### src/rtl/exp8_input_conditioner_if.sv
// Pushbutton/code bundle between the raw buttons and the Exp8 w/x state machine.
// Buttons are driven by the master; registered codes come back from the conditioner.
interface exp8_input_conditioner_if;
  logic BtnW;
  logic BtnX;
  logic w;
  logic x;

  modport master (output BtnW, output BtnX, input w, input x);
  modport slave  (input BtnW, input BtnX, output w, output x);
endinterface

### src/rtl/exp8_input_conditioner.sv
// Turns two raw pushbuttons into single-cycle w/x codes for the Exp8 FSM:
// 2-FF sync, counter debounce, rising-edge detect, then pairing of near-simultaneous presses.
//
// state   | meaning
// S_IDLE  | no press pending
// S_GOT_W | W pressed, waiting up to PAIR_WINDOW cycles for X
// S_GOT_X | X pressed, waiting up to PAIR_WINDOW cycles for W
module exp8_input_conditioner #(
  parameter int DEBOUNCE_MAX = 50000,
  parameter int CNT_W        = 16,
  parameter int PAIR_WINDOW  = 1000,
  parameter int WIN_W        = 10
) (
  input  logic                     Clk,
  input  logic                     Reset,
  exp8_input_conditioner_if.slave  bus
);

  localparam logic [CNT_W-1:0] DB_LAST  = CNT_W'(DEBOUNCE_MAX - 1);
  localparam logic [WIN_W-1:0] WIN_LAST = WIN_W'(PAIR_WINDOW - 1);

  typedef enum logic [1:0] {
    S_IDLE  = 2'd0,
    S_GOT_W = 2'd1,
    S_GOT_X = 2'd2
  } state_t;

  // Channel index 0 is W, 1 is X.
  logic [1:0]       w_raw;
  logic [1:0]       r_sync1;
  logic [1:0]       r_sync2;
  logic [1:0]       r_stable;
  logic [1:0]       r_stable_d;
  logic [CNT_W-1:0] r_dcnt [2];
  logic [1:0]       w_ev;

  state_t           r_state;
  state_t           w_state_nxt;
  logic [WIN_W-1:0] r_wcnt;
  logic [WIN_W-1:0] w_wcnt_nxt;
  logic             r_w;
  logic             r_x;
  logic             w_w_nxt;
  logic             w_x_nxt;

  assign w_raw = {bus.BtnX, bus.BtnW};

  always_ff @(posedge Clk) begin
    if (Reset) begin
      r_sync1    <= '0;
      r_sync2    <= '0;
      r_stable   <= '0;
      r_stable_d <= '0;
      for (int i = 0; i < 2; i++) r_dcnt[i] <= '0;
    end else begin
      r_sync1    <= w_raw;
      r_sync2    <= r_sync1;
      r_stable_d <= r_stable;
      for (int i = 0; i < 2; i++) begin
        if (r_sync2[i] == r_stable[i]) begin
          r_dcnt[i] <= '0;
        end else if (r_dcnt[i] == DB_LAST) begin
          r_stable[i] <= r_sync2[i];
          r_dcnt[i]   <= '0;
        end else begin
          r_dcnt[i] <= r_dcnt[i] + CNT_W'(1);
        end
      end
    end
  end

  // Press events only; releases never produce a code.
  assign w_ev = r_stable & ~r_stable_d;

  always_comb begin
    w_state_nxt = r_state;
    w_wcnt_nxt  = r_wcnt;
    w_w_nxt     = 1'b0;
    w_x_nxt     = 1'b0;
    case (r_state)
      S_IDLE: begin
        if (w_ev[0] && w_ev[1]) begin
          w_w_nxt = 1'b1;
          w_x_nxt = 1'b1;
        end else if (w_ev[0]) begin
          w_state_nxt = S_GOT_W;
          w_wcnt_nxt  = '0;
        end else if (w_ev[1]) begin
          w_state_nxt = S_GOT_X;
          w_wcnt_nxt  = '0;
        end
      end
      S_GOT_W: begin
        if (w_ev[1]) begin
          w_w_nxt     = 1'b1;
          w_x_nxt     = 1'b1;
          w_state_nxt = S_IDLE;
        end else if (r_wcnt == WIN_LAST) begin
          w_w_nxt     = 1'b1;
          w_state_nxt = S_IDLE;
        end else begin
          w_wcnt_nxt = r_wcnt + WIN_W'(1);
        end
      end
      S_GOT_X: begin
        if (w_ev[0]) begin
          w_w_nxt     = 1'b1;
          w_x_nxt     = 1'b1;
          w_state_nxt = S_IDLE;
        end else if (r_wcnt == WIN_LAST) begin
          w_x_nxt     = 1'b1;
          w_state_nxt = S_IDLE;
        end else begin
          w_wcnt_nxt = r_wcnt + WIN_W'(1);
        end
      end
      default: begin
        w_state_nxt = S_IDLE;
      end
    endcase
  end

  always_ff @(posedge Clk) begin
    if (Reset) begin
      r_state <= S_IDLE;
      r_wcnt  <= '0;
      r_w     <= 1'b0;
      r_x     <= 1'b0;
    end else begin
      r_state <= w_state_nxt;
      r_wcnt  <= w_wcnt_nxt;
      r_w     <= w_w_nxt;
      r_x     <= w_x_nxt;
    end
  end

  assign bus.w = r_w;
  assign bus.x = r_x;

endmodule
### src/flat_wrapper.sv
// flat-port wrapper written by rule: the top's interface ports become plain ports
module exp8_input_conditioner_flat 
#(
  parameter int DEBOUNCE_MAX = 50000,
  parameter int CNT_W        = 16,
  parameter int PAIR_WINDOW  = 1000,
  parameter int WIN_W        = 10
)
  (Clk, Reset, bus_BtnW, bus_BtnX, bus_w, bus_x);
  exp8_input_conditioner_if bus_i ();
  input  logic Clk;
  input  logic Reset;
  input wire logic [$bits(bus_i.BtnW)-1:0] bus_BtnW;
  input wire logic [$bits(bus_i.BtnX)-1:0] bus_BtnX;
  output wire logic [$bits(bus_i.w)-1:0] bus_w;
  output wire logic [$bits(bus_i.x)-1:0] bus_x;
  assign bus_i.BtnW = bus_BtnW;
  assign bus_i.BtnX = bus_BtnX;
  assign bus_w = bus_i.w;
  assign bus_x = bus_i.x;
  exp8_input_conditioner #(.DEBOUNCE_MAX(DEBOUNCE_MAX), .CNT_W(CNT_W), .PAIR_WINDOW(PAIR_WINDOW), .WIN_W(WIN_W)) u_core (.Clk(Clk), .Reset(Reset), .bus(bus_i));
endmodule
### config.mk
export PLATFORM = sky130hd
export DESIGN_NAME = exp8_input_conditioner_flat
export DESIGN_NICKNAME = d
export VERILOG_FILES = /design/src/rtl/exp8_input_conditioner_if.sv /design/src/rtl/exp8_input_conditioner.sv /design/src/flat_wrapper.sv
export SDC_FILE = /design/constraint.sdc
export NUM_CORES = 1
export LEC_CHECK = 0
export CAP_MARGIN = 20
export CORE_MARGIN = 3
export CORE_UTILIZATION = 25
export CTS_CLUSTER_DIAMETER = 50
export DETAILED_ROUTE_END_ITERATION = 6
export GPL_TIMING_DRIVEN = 0
export SYNTH_ARGS = -nofsm -noshare
export SYNTH_HDL_FRONTEND = slang
export SYNTH_SLANG_ARGS = --single-unit
### constraint.sdc
create_clock -name Clk -period 2.6 [get_ports Clk]
set_input_delay 0.52 -clock Clk [delete_from_list [all_inputs] [get_ports Clk]]
set_output_delay 0.52 -clock Clk [all_outputs]
set_load 0.02 [all_outputs]
# Yosys cells after proc, flatten, opt, wreduce, memory -nomap -nowiden
# Memory sizes are Yosys's and may differ from the RTL's.
# Index checks and enable logic that the tools add are counted.
[word_totals]
regBits = 22
ram_bits = 32
in_bits = 4
out_inout_bits = 2
elab_cells = 93
memories = 1
[memory_table]
columns = ["name", "depth", "width", "read_ports", "rd_clocked_by_memory_dff", "write_ports", "line_no", "source"]
rows = [
  ["u_core.r_dcnt", 2, 16, 2, 0, 2, "exp8_input_conditioner.sv:34", "logic [CNT_W-1:0] r_dcnt [2];"],
]
[op_classes]
n_addsub = 3
n_eq_ne = 11
n_mux = 52
bitwise_logic = 10
n_reduce_logical = 7
[ops]
columns = ["cell", "n"]
rows = [
  ["2-to-1 mux 16 bit", 6],
  ["2-to-1 mux 10 bit", 6],
  ["adder 16 x 1 -> 16 bit, second input constant", 2],
  ["equality test 16 bit, second input constant", 2],
  ["2-to-1 mux 1 bit", 30],
  ["case mux 10 bit (3 select lines)", 1],
  ["2-to-1 mux 2 bit", 6],
  ["adder 10 x 1 -> 10 bit, second input constant", 1],
  ["equality test 10 bit, second input constant", 1],
  ["inequality test 2 bit, second input constant", 3],
  ["bitwise OR 1 bit", 6],
  ["case mux 1 bit (3 select lines)", 2],
  ["case mux 2 bit (3 select lines)", 1],
  ["AND reduction 2 bit", 3],
  ["AND reduction 5 bit", 1],
  ["inequality test 3 x 1 -> 1 bit, second input constant", 1],
  ["nonzero test 3 bit", 1],
  ["bitwise AND 2 bit", 1],
  ["equality test 1 bit", 2],
  ["equality test 2 x 1 -> 1 bit, second input constant", 1],
  ["equality test 2 bit, second input constant", 1],
  ["logical NOT 2 bit", 1],
  ["NOT 1 bit", 2],
  ["NOT 2 bit", 1],
  ["logical AND 1 bit", 1],
]

# Longest topological paths before layout
[depth]
ltp_word = 7
depth_mapped = 8

# Worst setup path before layout
# OpenSTA, ideal clock, no wires.
[synth_timing]
path_type = "register to register"
start = "memory u_core.r_dcnt[1][5]"
end = "memory u_core.r_dcnt[1][6], data pin"
setup_ns = 0.254
arrival_ns = 1.910
required_ns = 2.346
slack_ns = 0.435
path_stages_with_launch = 6
path_buffers = 1
period_less_slack_ns = 2.165
cell_sequence = "edfxtp_1 > or4_1 > or4_4 > o21ai_2 > buf_4 > nor2_1"
[synth_rtl]
columns = ["item", "line_no"]
rows = [
  ["start: declaration", "exp8_input_conditioner.sv:34"],
]

==> out/qor.csv <==
stage;metric;value;unit
outcome;status;complete, no violations;
cts;cts_tree;done;
place;port_buffers;4;
cts;cts_setup_buffers;0;
cts;holdBufCountCts;0;
global_route;antenna_found_initial;0;
global_route;grt_pass1_vias;2169;
floorplan;die_y;113;µm
cts;worstSkewPairLatency;0.29;ns
worst_setup_path;required;2.64;ns
cts;clockBufferDepth;2;
finish;fin_util;30.6;%
place;hpwl;3.82;mm
worst_setup_path;cpPeakStageDelay;0.55;ns
timing;setup_viol;0;
worst_setup_path;rrSetupSlack;0.24;ns
power_and_ir_drop;vdd_drop_max;294;µV
drt;vias;2226;
cts;cts_root_buf;clkbuf_16;
global_route;grt_first_pass_wirelength;9.57;mm
floorplan;die-area;12800;µm²
timing;hold_viol;0;
worst_setup_path;worstPathArrival;2.40;ns
synth;synth.avg_cell_area;10.0;µm²
timing;min_period;2.36;ns
worst_setup_path;crit_path_cell_trace;or4_1 -> or4_4 -> o21ai_2 -> buf_4 -> nor2_1;
synth;synth_ff_type;edfxtp_1;
worst_hold_path;hold_path.class;flip-flop to flip-flop;
power_and_ir_drop;pwr_density_cell;529;nW/µm²
cts;clkTransAtPathRegs;0.08;ns
finish;diodes;0;
worst_setup_path;worst_setup_path_start_kind;flip-flop;
global_route;track_usage;8.84;%
place;gp_congestion;0.777;
cts;numCtsBuffers;5;
floorplan;ios;6;
timing;fmax;423;MHz
timing;tightestPinTransition;0.638;ns
floorplan;initial_utilization;25.9;%
drt;ant_nets;0;
global_route;grt_max_degree;19;
synth;synth-edff-count;32;
timing;grt_setup_unrepaired;false;
drt;finalWirelength;5.36;mm
floorplan;placementRows;38;
synth;synth_cell_type_count;47;
worst_setup_path;crit_path_top_delay_cell;or4_1;
synth;ys_ff_latch;54;
cts;cts-resized-gates;0;
worst_setup_path;cp-end-kind;flip-flop;
synth;syn_inst;286;
synth;yosysSeqAreaShare;49.0;%
drt;drt-initial-drc-count;99;
cts;clkSinkCount;54;
drt;wl_per_cell;11.4;µm
worst_setup_path;path_buf_inv;1;
floorplan;die_w;113;µm
floorplan;core;11000;µm²
finish;area_growth;17.8;%
synth;yosysWarnings;0;
timing;skew;0.00978;ns
global_route;grt-ovfl-total;0;
drt;drtPass1Iterations;4;
drt;route.detailed.drc;0;
finish;drive_above_1_share;5.78;%
timing;setup_tns;0;ns
finish;final_nets;339;
finish;fillCellCount;1156;
drt;viasPerCell;4.75;
timing;slew_headroom;56.9;%
synth;synth-async-reset-ratio;0;%
worst_setup_path;cp_top_family;simple AND/OR/NAND/NOR gates;
synth;mappedNetlistArea;2860;µm²
worst_setup_path;cp_max_fo;10;
power_and_ir_drop;p_leak;0.00111;µW
timing;drv_slew;0;
job;drv_cap;0;
cts;cts_max_level;2;
timing;min_period_over_period;90.9;%
worst_setup_path;critPathKind;flip-flop to flip-flop;
## routing by layer
layer | part of all wire, % | track usage, %
met5 | 0 | 0
met4 | 1.0 | 3.37
met3 | 2.6 | 2.19
met2 | 48 | 14.9
met1 | 48 | 10.9
## power by group
group | switching [µW] | internal [µW] | total (µW) | leakage, µW
logic | 34.1 | 23.8 | 57.9 | 0.000522
registers | 24.7 | 929 | 954 | 0.000508
clock network | 312 | 460 | 772 | 0.0000844
total | 371 | 1410 | 1780 | 0.00111
## area by class of cell
| type | instances | area, µm² | share of cell area [%] |
|---|---|---|---|
| inverters | 7 | 26.3 | 0.780 |
| well taps | 140 | 175 | 5.20 |
| repair buffers | 4 | 40.0 | 1.19 |
| plain buffers | 13 | 55.1 | 1.63 |
| clock inverters | 3 | 47.5 | 1.41 |
| multi-input cells | 243 | 1500 | 44.5 |
| flip-flops and latches | 54 | 1400 | 41.6 |
| clock buffers | 5 | 125 | 3.71 |
## metrics by stage
stage	hold WS (ns)	std cells	total power, µW	setup WS, ns	cell area [µm²]
2_1_floorplan	0.414	317	1010	0.435	2980
3_3_place_gp	0.430	461	1030	0.166	3190
3_5_place_dp	0.448	461	1030	0.127	3190
4_1_cts	0.449	469	1820	0.110	3360
5_1_grt	0.469	469	1870	0.0326	3370
6_report	0.444	469	1780	0.237	3370
## placed cells by master (no fill, tap or decap), types with 7 or more instances in the layout
cell type	netlist	layout
edfxtp_1	32	32
conb_1	1	32
nor2_1	30	30
dfxtp_1	22	22
nand2_1	16	16
a21oi_1	15	15
xor2_1	15	15
nand3_1	14	14
nand4_1	11	11
xnor2_1	10	10
clkbuf_1	9	8
or3_1	8	8
and4_1	8	8
inv_1	7	7
nor2b_1	7	7
o31ai_1	8	7
or4_1	7	7
ha_1	7	7
## kinds of logic (layout without fill, tap and decap cells)
family,Yosys count,count (layout),share of synthesized area (%)
mux,2,2,0.700
compound gates,44,44,10.3
flops,54,54,49.0
fa+ha+maj,7,7,3.06
buf+inv,20,32,2.80
xor+xnor,25,25,7.66
simple gates,133,133,26.4
other cells,1,32,0.131
## sequential cells by signal, indices dropped and copies added, names as in the netlist, 2 cells and up
| name | count |
|---|---|
| u_core.r_sync2 | 2 |
| u_core.r_stable_d | 2 |
| u_core.r_sync1 | 2 |
| u_core.r_wcnt | 10 |
| u_core.r_state | 2 |
| u_core.r_dcnt | 32 |
| u_core.r_stable | 2 |
## path summary, 6_finish.rpt
path / from / cells past startpoint / end
hold / removal: u_core.r_sync1[0]$_SDFF_PP0_ / 1 / u_core.r_sync2[0]$_SDFF_PP0_
setup / recovery: u_core.r_dcnt[1][5]$_SDFFCE_PN0P_ / 5 / u_core.r_dcnt[1][12]$_SDFFCE_PN0P_
setup reg to reg: u_core.r_dcnt[1][5]$_SDFFCE_PN0P_ / 5 / u_core.r_dcnt[1][12]$_SDFFCE_PN0P_
hold reg to reg: u_core.r_sync1[0]$_SDFF_PP0_ / 1 / u_core.r_sync2[0]$_SDFF_PP0_
## cell usage after synthesis, drive strengths merged, types with 2 or more instances
master	count	area, µm²
xnor2	10	87.6
ha	7	87.6
o31ai	8	60.1
nand4	11	68.8
or4b	2	20.0
a21oi	15	75.1
o21ai	6	33.8
o41ai	3	26.3
inv	7	26.3
a31oi	3	18.8
nand3	14	70.1
mux2i	2	20.0
nor3	6	30.0
nand2	16	60.1
nor2	30	113
nor4	5	31.3
xor2	15	131
edfxtp	32	961
nand2b	3	18.8
or4	8	63.8
o311ai	2	17.5
nor4bb	3	30.0
buf	4	20.0
or3	8	50.1
and4	8	70.1
nor2b	7	43.8
clkbuf	9	33.8
and3	6	37.5
dfxtp	22	440
Power figures use the tool's default switching activity.
